<file path="config.mk">
export PLATFORM = sky130hd
export DESIGN_NAME = hazard_ctrl_flat
export DESIGN_NICKNAME = d
export VERILOG_FILES = /design/src/rtl/hazard_ctrl_if.sv /design/src/rtl/hazard_ctrl.sv /design/src/flat_wrapper.sv
export SDC_FILE = /design/constraint.sdc
export NUM_CORES = 1
export LEC_CHECK = 0
export ABC_AREA = 1
export CORE_ASPECT_RATIO = 0.8
export CORE_UTILIZATION = 42
export CTS_BUF_LIST = sky130_fd_sc_hd__clkbuf_4 sky130_fd_sc_hd__clkbuf_8 sky130_fd_sc_hd__clkbuf_16
export CTS_CLUSTER_SIZE = 12
export DETAILED_ROUTE_END_ITERATION = 10
export GPL_TIMING_DRIVEN = 0
export MAX_ROUTING_LAYER = met4
export PLACE_DENSITY = 0.87
export SLEW_MARGIN = 20
export SYNTH_ARGS = -nofsm -noshare
export SYNTH_HDL_FRONTEND = slang
export SYNTH_SLANG_ARGS = --single-unit
</file>
<file path="constraint.sdc">
create_clock -name clk -period 3.5 [get_ports clk]
set_input_delay 0.35 -clock clk [delete_from_list [all_inputs] [get_ports clk]]
set_output_delay 0.35 -clock clk [all_outputs]
set_load 0.01 [all_outputs]
</file>
<file path="src/rtl/hazard_ctrl_if.sv">
// Bus bundle between the pipeline datapath and hazard_ctrl.
// The datapath side (master) drives ID/EX status and receives the
// write enables, flushes, halt flag and stall counter; the controller
// side (slave) does the opposite.
interface hazard_ctrl_if;
    // ID-stage instruction fields
    logic [3:0]  id_opCode;
    logic [3:0]  id_funCode;
    logic [3:0]  id_rs;
    logic [3:0]  id_rt;
    // EX-stage status
    logic [1:0]  ex_memRead;
    logic        ex_regWrite;
    logic [3:0]  ex_rd;
    logic        ex_branch_taken;
    // Pipeline control back to the datapath
    logic        pc_write;
    logic        ifid_write;
    logic        ifid_flush;
    logic        idex_write;
    logic        idex_flush;
    logic        exmem_flush;
    logic        halted;
    logic [15:0] stall_cycles;

    modport master (
        output id_opCode, id_funCode, id_rs, id_rt,
        output ex_memRead, ex_regWrite, ex_rd, ex_branch_taken,
        input  pc_write, ifid_write, ifid_flush,
        input  idex_write, idex_flush, exmem_flush,
        input  halted, stall_cycles
    );

    modport slave (
        input  id_opCode, id_funCode, id_rs, id_rt,
        input  ex_memRead, ex_regWrite, ex_rd, ex_branch_taken,
        output pc_write, ifid_write, ifid_flush,
        output idex_write, idex_flush, exmem_flush,
        output halted, stall_cycles
    );
endinterface

</file>
<file path="src/rtl/hazard_ctrl.sv">
// hazard_ctrl: hazard and sequencing controller for the 5-stage
// IF/ID/EX/MEM/WB datapath. Generates PC / pipeline-register write
// enables and flushes for load-use stalls, taken-branch flushes,
// multi-cycle multiply/divide occupancy of EX and the halt drain.
//
// Optional build macro: HAZARD_PERF_CNT_EN
//   defined   -> stall_cycles counts cycles with pc_write==0 outside
//                HALTED, saturating at 16'hFFFF
//   undefined -> stall_cycles is tied to zero, no counter logic
//
// state    | meaning
// ---------+---------------------------------------------------------
// RUN      | normal issue; load-use stall, branch flush, halt/muldiv
//          | detection
// MULBUSY  | EX holds a multiply/divide; front end frozen, bubbles
//          | into EX/MEM; cnt counts remaining held cycles
// DRAIN    | Halt left ID; older instructions drain EX/MEM/WB while
//          | bubbles enter ID/EX; a taken branch cancels the halt
// HALTED   | everything frozen; only rst leaves this state
module hazard_ctrl #(
    parameter int unsigned MULDIV_CYCLES = 4,
    parameter int unsigned DRAIN_CYCLES  = 3
) (
    input  logic        clk,
    input  logic        rst,
    hazard_ctrl_if.slave bus
);

    // Reject parameter values the 4-bit shared counter cannot express.
    if (MULDIV_CYCLES < 2 || MULDIV_CYCLES > 15) begin : g_bad_muldiv
        $error("hazard_ctrl: MULDIV_CYCLES must be in 2..15");
    end
    if (DRAIN_CYCLES < 1 || DRAIN_CYCLES > 15) begin : g_bad_drain
        $error("hazard_ctrl: DRAIN_CYCLES must be in 1..15");
    end

    localparam logic [3:0] MULDIV_LOAD = 4'(MULDIV_CYCLES - 1);
    localparam logic [3:0] DRAIN_LOAD  = 4'(DRAIN_CYCLES - 1);

    localparam logic [3:0] OP_RTYPE = 4'd0;
    localparam logic [3:0] OP_JMP   = 4'd7;
    localparam logic [3:0] OP_HALT  = 4'd15;
    localparam logic [3:0] FN_MUL   = 4'd4;
    localparam logic [3:0] FN_DIV   = 4'd5;

    typedef enum logic [1:0] {
        RUN     = 2'd0,
        MULBUSY = 2'd1,
        DRAIN   = 2'd2,
        HALTED  = 2'd3
    } state_t;

    state_t     state;
    logic [3:0] cnt;
    logic       halted_q;

    logic       muldiv;
    logic       halt_id;
    logic       reads_regs;
    logic       rd_match;
    logic       load_use;
    logic       branch;

    logic       pc_write;
    logic       ifid_write;
    logic       ifid_flush;
    logic       idex_write;
    logic       idex_flush;
    logic       exmem_flush;

    // ID-stage decode and load-use detection against the EX instruction.
    always_comb begin
        muldiv     = (bus.id_opCode == OP_RTYPE) &&
                     ((bus.id_funCode == FN_MUL) || (bus.id_funCode == FN_DIV));
        halt_id    = (bus.id_opCode == OP_HALT);
        reads_regs = !((bus.id_opCode == OP_JMP) || (bus.id_opCode == OP_HALT));
        rd_match   = (bus.ex_rd == bus.id_rs) || (bus.ex_rd == bus.id_rt);
        load_use   = (bus.ex_memRead != 2'b00) && bus.ex_regWrite &&
                     reads_regs && rd_match;
        branch     = bus.ex_branch_taken;
    end

    // Sequencing FSM with the shared MULBUSY/DRAIN down-counter; halted
    // is set on the same edge that enters HALTED so it is valid from the
    // first HALTED cycle.
    always_ff @(posedge clk) begin
        if (rst) begin
            state    <= RUN;
            cnt      <= 4'd0;
            halted_q <= 1'b0;
        end else begin
            case (state)
                RUN: begin
                    // A taken branch makes anything in ID wrong-path, and a
                    // load-use stall is simply re-evaluated next cycle.
                    if (branch || load_use) begin
                        state <= RUN;
                    end else if (halt_id) begin
                        state <= DRAIN;
                        cnt   <= DRAIN_LOAD;
                    end else if (muldiv) begin
                        state <= MULBUSY;
                        cnt   <= MULDIV_LOAD;
                    end
                end
                MULBUSY: begin
                    // Branch resolution is impossible here: EX holds the op.
                    if (cnt <= 4'd1) begin
                        state <= RUN;
                        cnt   <= 4'd0;
                    end else begin
                        cnt <= cnt - 4'd1;
                    end
                end
                DRAIN: begin
                    if (branch) begin
                        state <= RUN;
                        cnt   <= 4'd0;
                    end else if (cnt == 4'd0) begin
                        state    <= HALTED;
                        halted_q <= 1'b1;
                    end else begin
                        cnt <= cnt - 4'd1;
                    end
                end
                HALTED: begin
                    state    <= HALTED;
                    halted_q <= 1'b1;
                end
                default: begin
                    state <= RUN;
                    cnt   <= 4'd0;
                end
            endcase
        end
    end

    // Pipeline enables and flushes from the current state and ID/EX inputs.
    always_comb begin
        pc_write    = 1'b1;
        ifid_write  = 1'b1;
        ifid_flush  = 1'b0;
        idex_write  = 1'b1;
        idex_flush  = 1'b0;
        exmem_flush = 1'b0;
        case (state)
            RUN: begin
                if (branch) begin
                    ifid_flush = 1'b1;
                    idex_flush = 1'b1;
                end else if (load_use || halt_id) begin
                    pc_write   = 1'b0;
                    ifid_write = 1'b0;
                    idex_flush = 1'b1;
                end
            end
            MULBUSY: begin
                pc_write    = 1'b0;
                ifid_write  = 1'b0;
                idex_write  = 1'b0;
                exmem_flush = 1'b1;
            end
            DRAIN: begin
                if (branch) begin
                    ifid_flush = 1'b1;
                    idex_flush = 1'b1;
                end else begin
                    pc_write   = 1'b0;
                    ifid_write = 1'b0;
                    idex_flush = 1'b1;
                end
            end
            HALTED: begin
                pc_write   = 1'b0;
                ifid_write = 1'b0;
                idex_write = 1'b0;
            end
            default: begin
                pc_write = 1'b1;
            end
        endcase
    end

    assign bus.pc_write    = pc_write;
    assign bus.ifid_write  = ifid_write;
    assign bus.ifid_flush  = ifid_flush;
    assign bus.idex_write  = idex_write;
    assign bus.idex_flush  = idex_flush;
    assign bus.exmem_flush = exmem_flush;
    assign bus.halted      = halted_q;

`ifdef HAZARD_PERF_CNT_EN
    logic [15:0] stall_cnt;

    // Saturating count of front-end stall cycles; the halted idle time
    // is deliberately excluded.
    always_ff @(posedge clk) begin
        if (rst) begin
            stall_cnt <= 16'h0000;
        end else if (!pc_write && (state != HALTED) && (stall_cnt != 16'hFFFF)) begin
            stall_cnt <= stall_cnt + 16'h0001;
        end
    end

    assign bus.stall_cycles = stall_cnt;
`else
    assign bus.stall_cycles = 16'h0000;
`endif

endmodule

</file>
<file path="src/flat_wrapper.sv">
// flat-port wrapper written by rule: the top's interface ports become plain ports
module hazard_ctrl_flat 
#(
    parameter int unsigned MULDIV_CYCLES = 4,
    parameter int unsigned DRAIN_CYCLES  = 3
)
  (clk, rst, bus_id_opCode, bus_id_funCode, bus_id_rs, bus_id_rt, bus_ex_memRead, bus_ex_regWrite, bus_ex_rd, bus_ex_branch_taken, bus_pc_write, bus_ifid_write, bus_ifid_flush, bus_idex_write, bus_idex_flush, bus_exmem_flush, bus_halted, bus_stall_cycles);
  hazard_ctrl_if bus_i ();
  input  logic clk;
  input  logic rst;
  input wire logic [$bits(bus_i.id_opCode)-1:0] bus_id_opCode;
  input wire logic [$bits(bus_i.id_funCode)-1:0] bus_id_funCode;
  input wire logic [$bits(bus_i.id_rs)-1:0] bus_id_rs;
  input wire logic [$bits(bus_i.id_rt)-1:0] bus_id_rt;
  input wire logic [$bits(bus_i.ex_memRead)-1:0] bus_ex_memRead;
  input wire logic [$bits(bus_i.ex_regWrite)-1:0] bus_ex_regWrite;
  input wire logic [$bits(bus_i.ex_rd)-1:0] bus_ex_rd;
  input wire logic [$bits(bus_i.ex_branch_taken)-1:0] bus_ex_branch_taken;
  output wire logic [$bits(bus_i.pc_write)-1:0] bus_pc_write;
  output wire logic [$bits(bus_i.ifid_write)-1:0] bus_ifid_write;
  output wire logic [$bits(bus_i.ifid_flush)-1:0] bus_ifid_flush;
  output wire logic [$bits(bus_i.idex_write)-1:0] bus_idex_write;
  output wire logic [$bits(bus_i.idex_flush)-1:0] bus_idex_flush;
  output wire logic [$bits(bus_i.exmem_flush)-1:0] bus_exmem_flush;
  output wire logic [$bits(bus_i.halted)-1:0] bus_halted;
  output wire logic [$bits(bus_i.stall_cycles)-1:0] bus_stall_cycles;
  assign bus_i.id_opCode = bus_id_opCode;
  assign bus_i.id_funCode = bus_id_funCode;
  assign bus_i.id_rs = bus_id_rs;
  assign bus_i.id_rt = bus_id_rt;
  assign bus_i.ex_memRead = bus_ex_memRead;
  assign bus_i.ex_regWrite = bus_ex_regWrite;
  assign bus_i.ex_rd = bus_ex_rd;
  assign bus_i.ex_branch_taken = bus_ex_branch_taken;
  assign bus_pc_write = bus_i.pc_write;
  assign bus_ifid_write = bus_i.ifid_write;
  assign bus_ifid_flush = bus_i.ifid_flush;
  assign bus_idex_write = bus_i.idex_write;
  assign bus_idex_flush = bus_i.idex_flush;
  assign bus_exmem_flush = bus_i.exmem_flush;
  assign bus_halted = bus_i.halted;
  assign bus_stall_cycles = bus_i.stall_cycles;
  hazard_ctrl #(.MULDIV_CYCLES(MULDIV_CYCLES), .DRAIN_CYCLES(DRAIN_CYCLES)) u_core (.clk(clk), .rst(rst), .bus(bus_i));
endmodule
</file>
==> summary.md <==
| Metric | Value |
|---|---|
| Top-area cell type share of the netlist area | 0.176 |
| Tot Pwr | 0.000349 W |
| Hold_sp | u_core.cnt[1] |
| Post-CTS Repair Setup Buffers | 0 |
| Worst endpoint required time | 3.15 ns |
| Initial drt markers | 24 |
| DP HPWL | 2.07 mm |
| Register bit total from synthesis | 7 |
| WP buf/inv | 4 |
| Kind of critical path | in2out |
| Seq/Total Area, Yosys | 0.149 |
| FF-to-FF Start | u_core.state[0] |
| Met1 wire length | 1.07 mm |
| Area after DPL | 1340 sq um |
| Syn Inst Count | 157 |
| Setup TNS | 0 ns |
| Synth unique cells | 26 |
| Die ar. | 2430 sq um |
| Switching portion of total power | 0.360 |
| Area Overhead vs Synth | 45.3% |
| Top Layer Used | met4 |
| CTS Buf Count | 3 |
| Vias per cell | 4.54 |
| Worst Reg-to-Reg Cells | 11 |
| Mapped cell area | 941 sq um |
| Routed wl met3 | 159 um |
| CP peak stage delay | 0.51 ns |
| Slowest cell on crit path | clkdlybuf4s50_1 |
| Setup violators final | 0 |
| DIE WIDTH | 54.9 um |
| CTS HTree Levels | 1 |
| IO buf count | 31 |
| Layout cells sized above 1 | 0.174 |
| Crit end category | primary output |
| Cell Pwr Density | 255 nW/um^2 |
| Detailed Routing Iterations Pass 1 | 4 |
| Final non-filler cell total | 231 |
| DRC violations left | 0 |
| FP Rows | 14 |
| Final Wtd Congestion | 0.889 |
| Final ANT Viol Nets | 0 |
| Syn avg cell area | 5.99 sq um |
| Hold_ws | 0.489 ns |
| Clock share of power | 0.244 |
| Core area | 2000 sq um |
| Diode count | 0 |
| Worst Skew | 0.0121 ns |
| Worst-path clk slew | 0.06 ns |
| Final hold violation count | 0 |
| Worst setup SP type | input pin |
| Hold Path Sink | u_core.cnt[1] |
| Gr ovfl total | 0 |
| # fillers | 180 |
| Max cap viols | 0 |
| Gate power share | 0.503 |
| CP dominant cell by count | nand2_1 |
| RR Endpoint | u_core.cnt[0] |
| Initial antenna violation count | 0 |
| Outcome | completed |
| Resized Gates After CTS | 0 |
| TritonCTS clock tree | done |
| Max Transition Viols Final | 0 |
| WL/cell | 10.6 um |
| Total wire length | 2.45 mm |
| Routed vias | 1049 |
| Top cells by area, synth | nand2_1, dfxtp_1, buf_4 |
| IO Count | 49 |
| Fin crit period | 2.56 ns |
| Psw | 0.000126 W |
| Critical path fanouts, max | 5 |
| Final Instance Area | 1370 sq um |
| Fin nets | 241 |
| Sink Count | 7 |
| WP data arrival | 2.21 ns |
| CTS max path bufs | 2 |
| Achievable frequency | 0.391 GHz |
| Initial Util | 0.471 |
| Placed cell count | 227 |
| Skew-Pair Late Insertion Delay | 0.27 ns |
| Root Driver | clkbuf_4 |
| Worst Hold Depth | 2 |
| First-pass GRT wire length | 4.18 mm |
| Overall Global Routing Usage | 0.244 |
| Maximum VDD drop | 0.000240 V |
| Cell family with most CP delay | buffers and inverters |
| Vias in the first global route | 983 |
| Met2 wire length | 1.21 mm |
| Largest area contributor in the netlist | nand2_1 |
| Yosys warns | 0 |
| Die span in y | 44.3 um |
| Post-route clock period utilization | 0.731 |
| Largest net degree at the start of global routing | 7 |
| Hold WC Path Type | reg2reg |
| Cell Int Power | 0.000224 W |
| Cell Chain, Critical Path | clkdlybuf4s50_1 -> inv_1 -> nand2_1 -> nand2_1 -> nor2_1 -> nand2_1 -> nand2_1 -> nand2_2 -> a31o_2 -> buf_4 -> clkdlybuf4s50_1 |
| Leakage power | 0.730 nW |
| CTS hold repair buffers | 0 |
| Reg2reg setup slack | 1.86 ns |
| Flop pwr share | 0.253 |
| RSZ-0062 raised after global routing | false |
==> how the worst max path moves through the flow <==
| stage | startpoint | end | slack [ns] | depth (start not counted) |
|---|---|---|---|---|
| floorplan | u_core.state[0] | bus_pc_write | 1.80 | 6 |
| global placement | bus_ex_rd[1] | bus_pc_write | 1.03 | 11 |
| detailed placement | bus_ex_rd[1] | bus_pc_write | 0.96 | 11 |
| CTS | bus_ex_rd[1] | bus_pc_write | 0.96 | 11 |
| global route | bus_ex_rd[1] | bus_pc_write | 0.83 | 11 |
| finish | bus_ex_rd[1] | bus_pc_write | 0.94 | 11 |
==> cells in the mapped netlist (all sizes together) <==
| cell | n |
|---|---|
| a21oi | 9 |
| nand3 | 10 |
| buf | 17 |
| ha | 7 |
| a31o | 1 |
| o22ai | 1 |
| dfxtp | 7 |
| xnor2 | 1 |
| o21ai | 4 |
| o31ai | 1 |
| a21boi | 1 |
| conb | 1 |
| inv | 26 |
| nor2 | 17 |
| o211a | 1 |
| nand2 | 49 |
| nand4 | 3 |
| nor3 | 1 |
==> worst register-to-register path: cells and delay by family, from the launching register on <==
family | cells | cell delay, ns
adders and majority gates | 1 | 0.24
and+or+nand+nor | 8 | 0.74
DFF | 1 | 0.35
buffers and inverters | 2 | 0.24
==> flip-flops by register name, indices dropped and copies added (netlist names) <==
name / flops
u_core.cnt: 4
u_core.state: 2
u_core.bus.halted: 1
==> kinds of logic (layout without fill, tap and decap cells) <==
| logic type | Yosys count | count (layout) | synth area share |
|---|---|---|---|
| simple gates | 80 | 80 | 0.382 |
| buf+inv | 43 | 78 | 0.239 |
| compound gates | 18 | 18 | 0.124 |
| fa+ha+maj | 7 | 7 | 0.0931 |
| flops | 7 | 7 | 0.149 |
| xor+xnor | 1 | 1 | 0.00931 |
| other cells | 1 | 16 | 0.00399 |
==> layout make-up <==
cell class / instances / area [sq um] / share of cell area
repair buffers: 31 / 310 / 0.227
well taps: 24 / 30.0 / 0.0220
inverters: 26 / 97.6 / 0.0714
multi-input cells: 122 / 632 / 0.462
clock buffers: 4 / 30.0 / 0.0220
flip-flops and latches: 7 / 140 / 0.102
plain buffers: 17 / 128 / 0.0933
==> metrics by stage <==
stage               setup WS (ns)   util
floorplan                    1.80      -
global placement             1.03  0.670
detailed placement          0.955  0.670
CTS                         0.957  0.685
global route                0.829  0.685
finish                      0.942  0.685
==> metal layers <==
layer  GRT usage  vias up
li1            -      554
met1       0.290      461
met2       0.422       32
met3      0.0515        2
met4      0.0450        0
met5           -        -
==> cell usage in the layout (no fill, tap or decap), types with 3 or more instances in the layout <==
cell type and count:
dfxtp_1 7, clkbuf_4 4, ha_1 7, buf_4 17, nand3_1 9, conb_1 16, a21oi_1 8, nand4_1 3
inv_1 23, clkdlybuf4s50_1 31, nand2_2 3, inv_2 3, nor2_1 15, nand2_1 44
==> power by group through the flow <==
| stage | sequential [W] | combinational [W] | clock (W) |
|---|---|---|---|
| floorplan | 0.0000890 | 0.000107 | 0 |
| finish | 0.0000883 | 0.000175 | 0.0000853 |
| global placement | 0.0000895 | 0.000167 | 0 |
| CTS | 0.0000882 | 0.000174 | 0.0000869 |
| detailed placement | 0.0000898 | 0.000172 | 0 |
| global route | 0.0000888 | 0.000195 | 0.0000909 |
No activity file was read; power rests on OpenSTA's default activity.
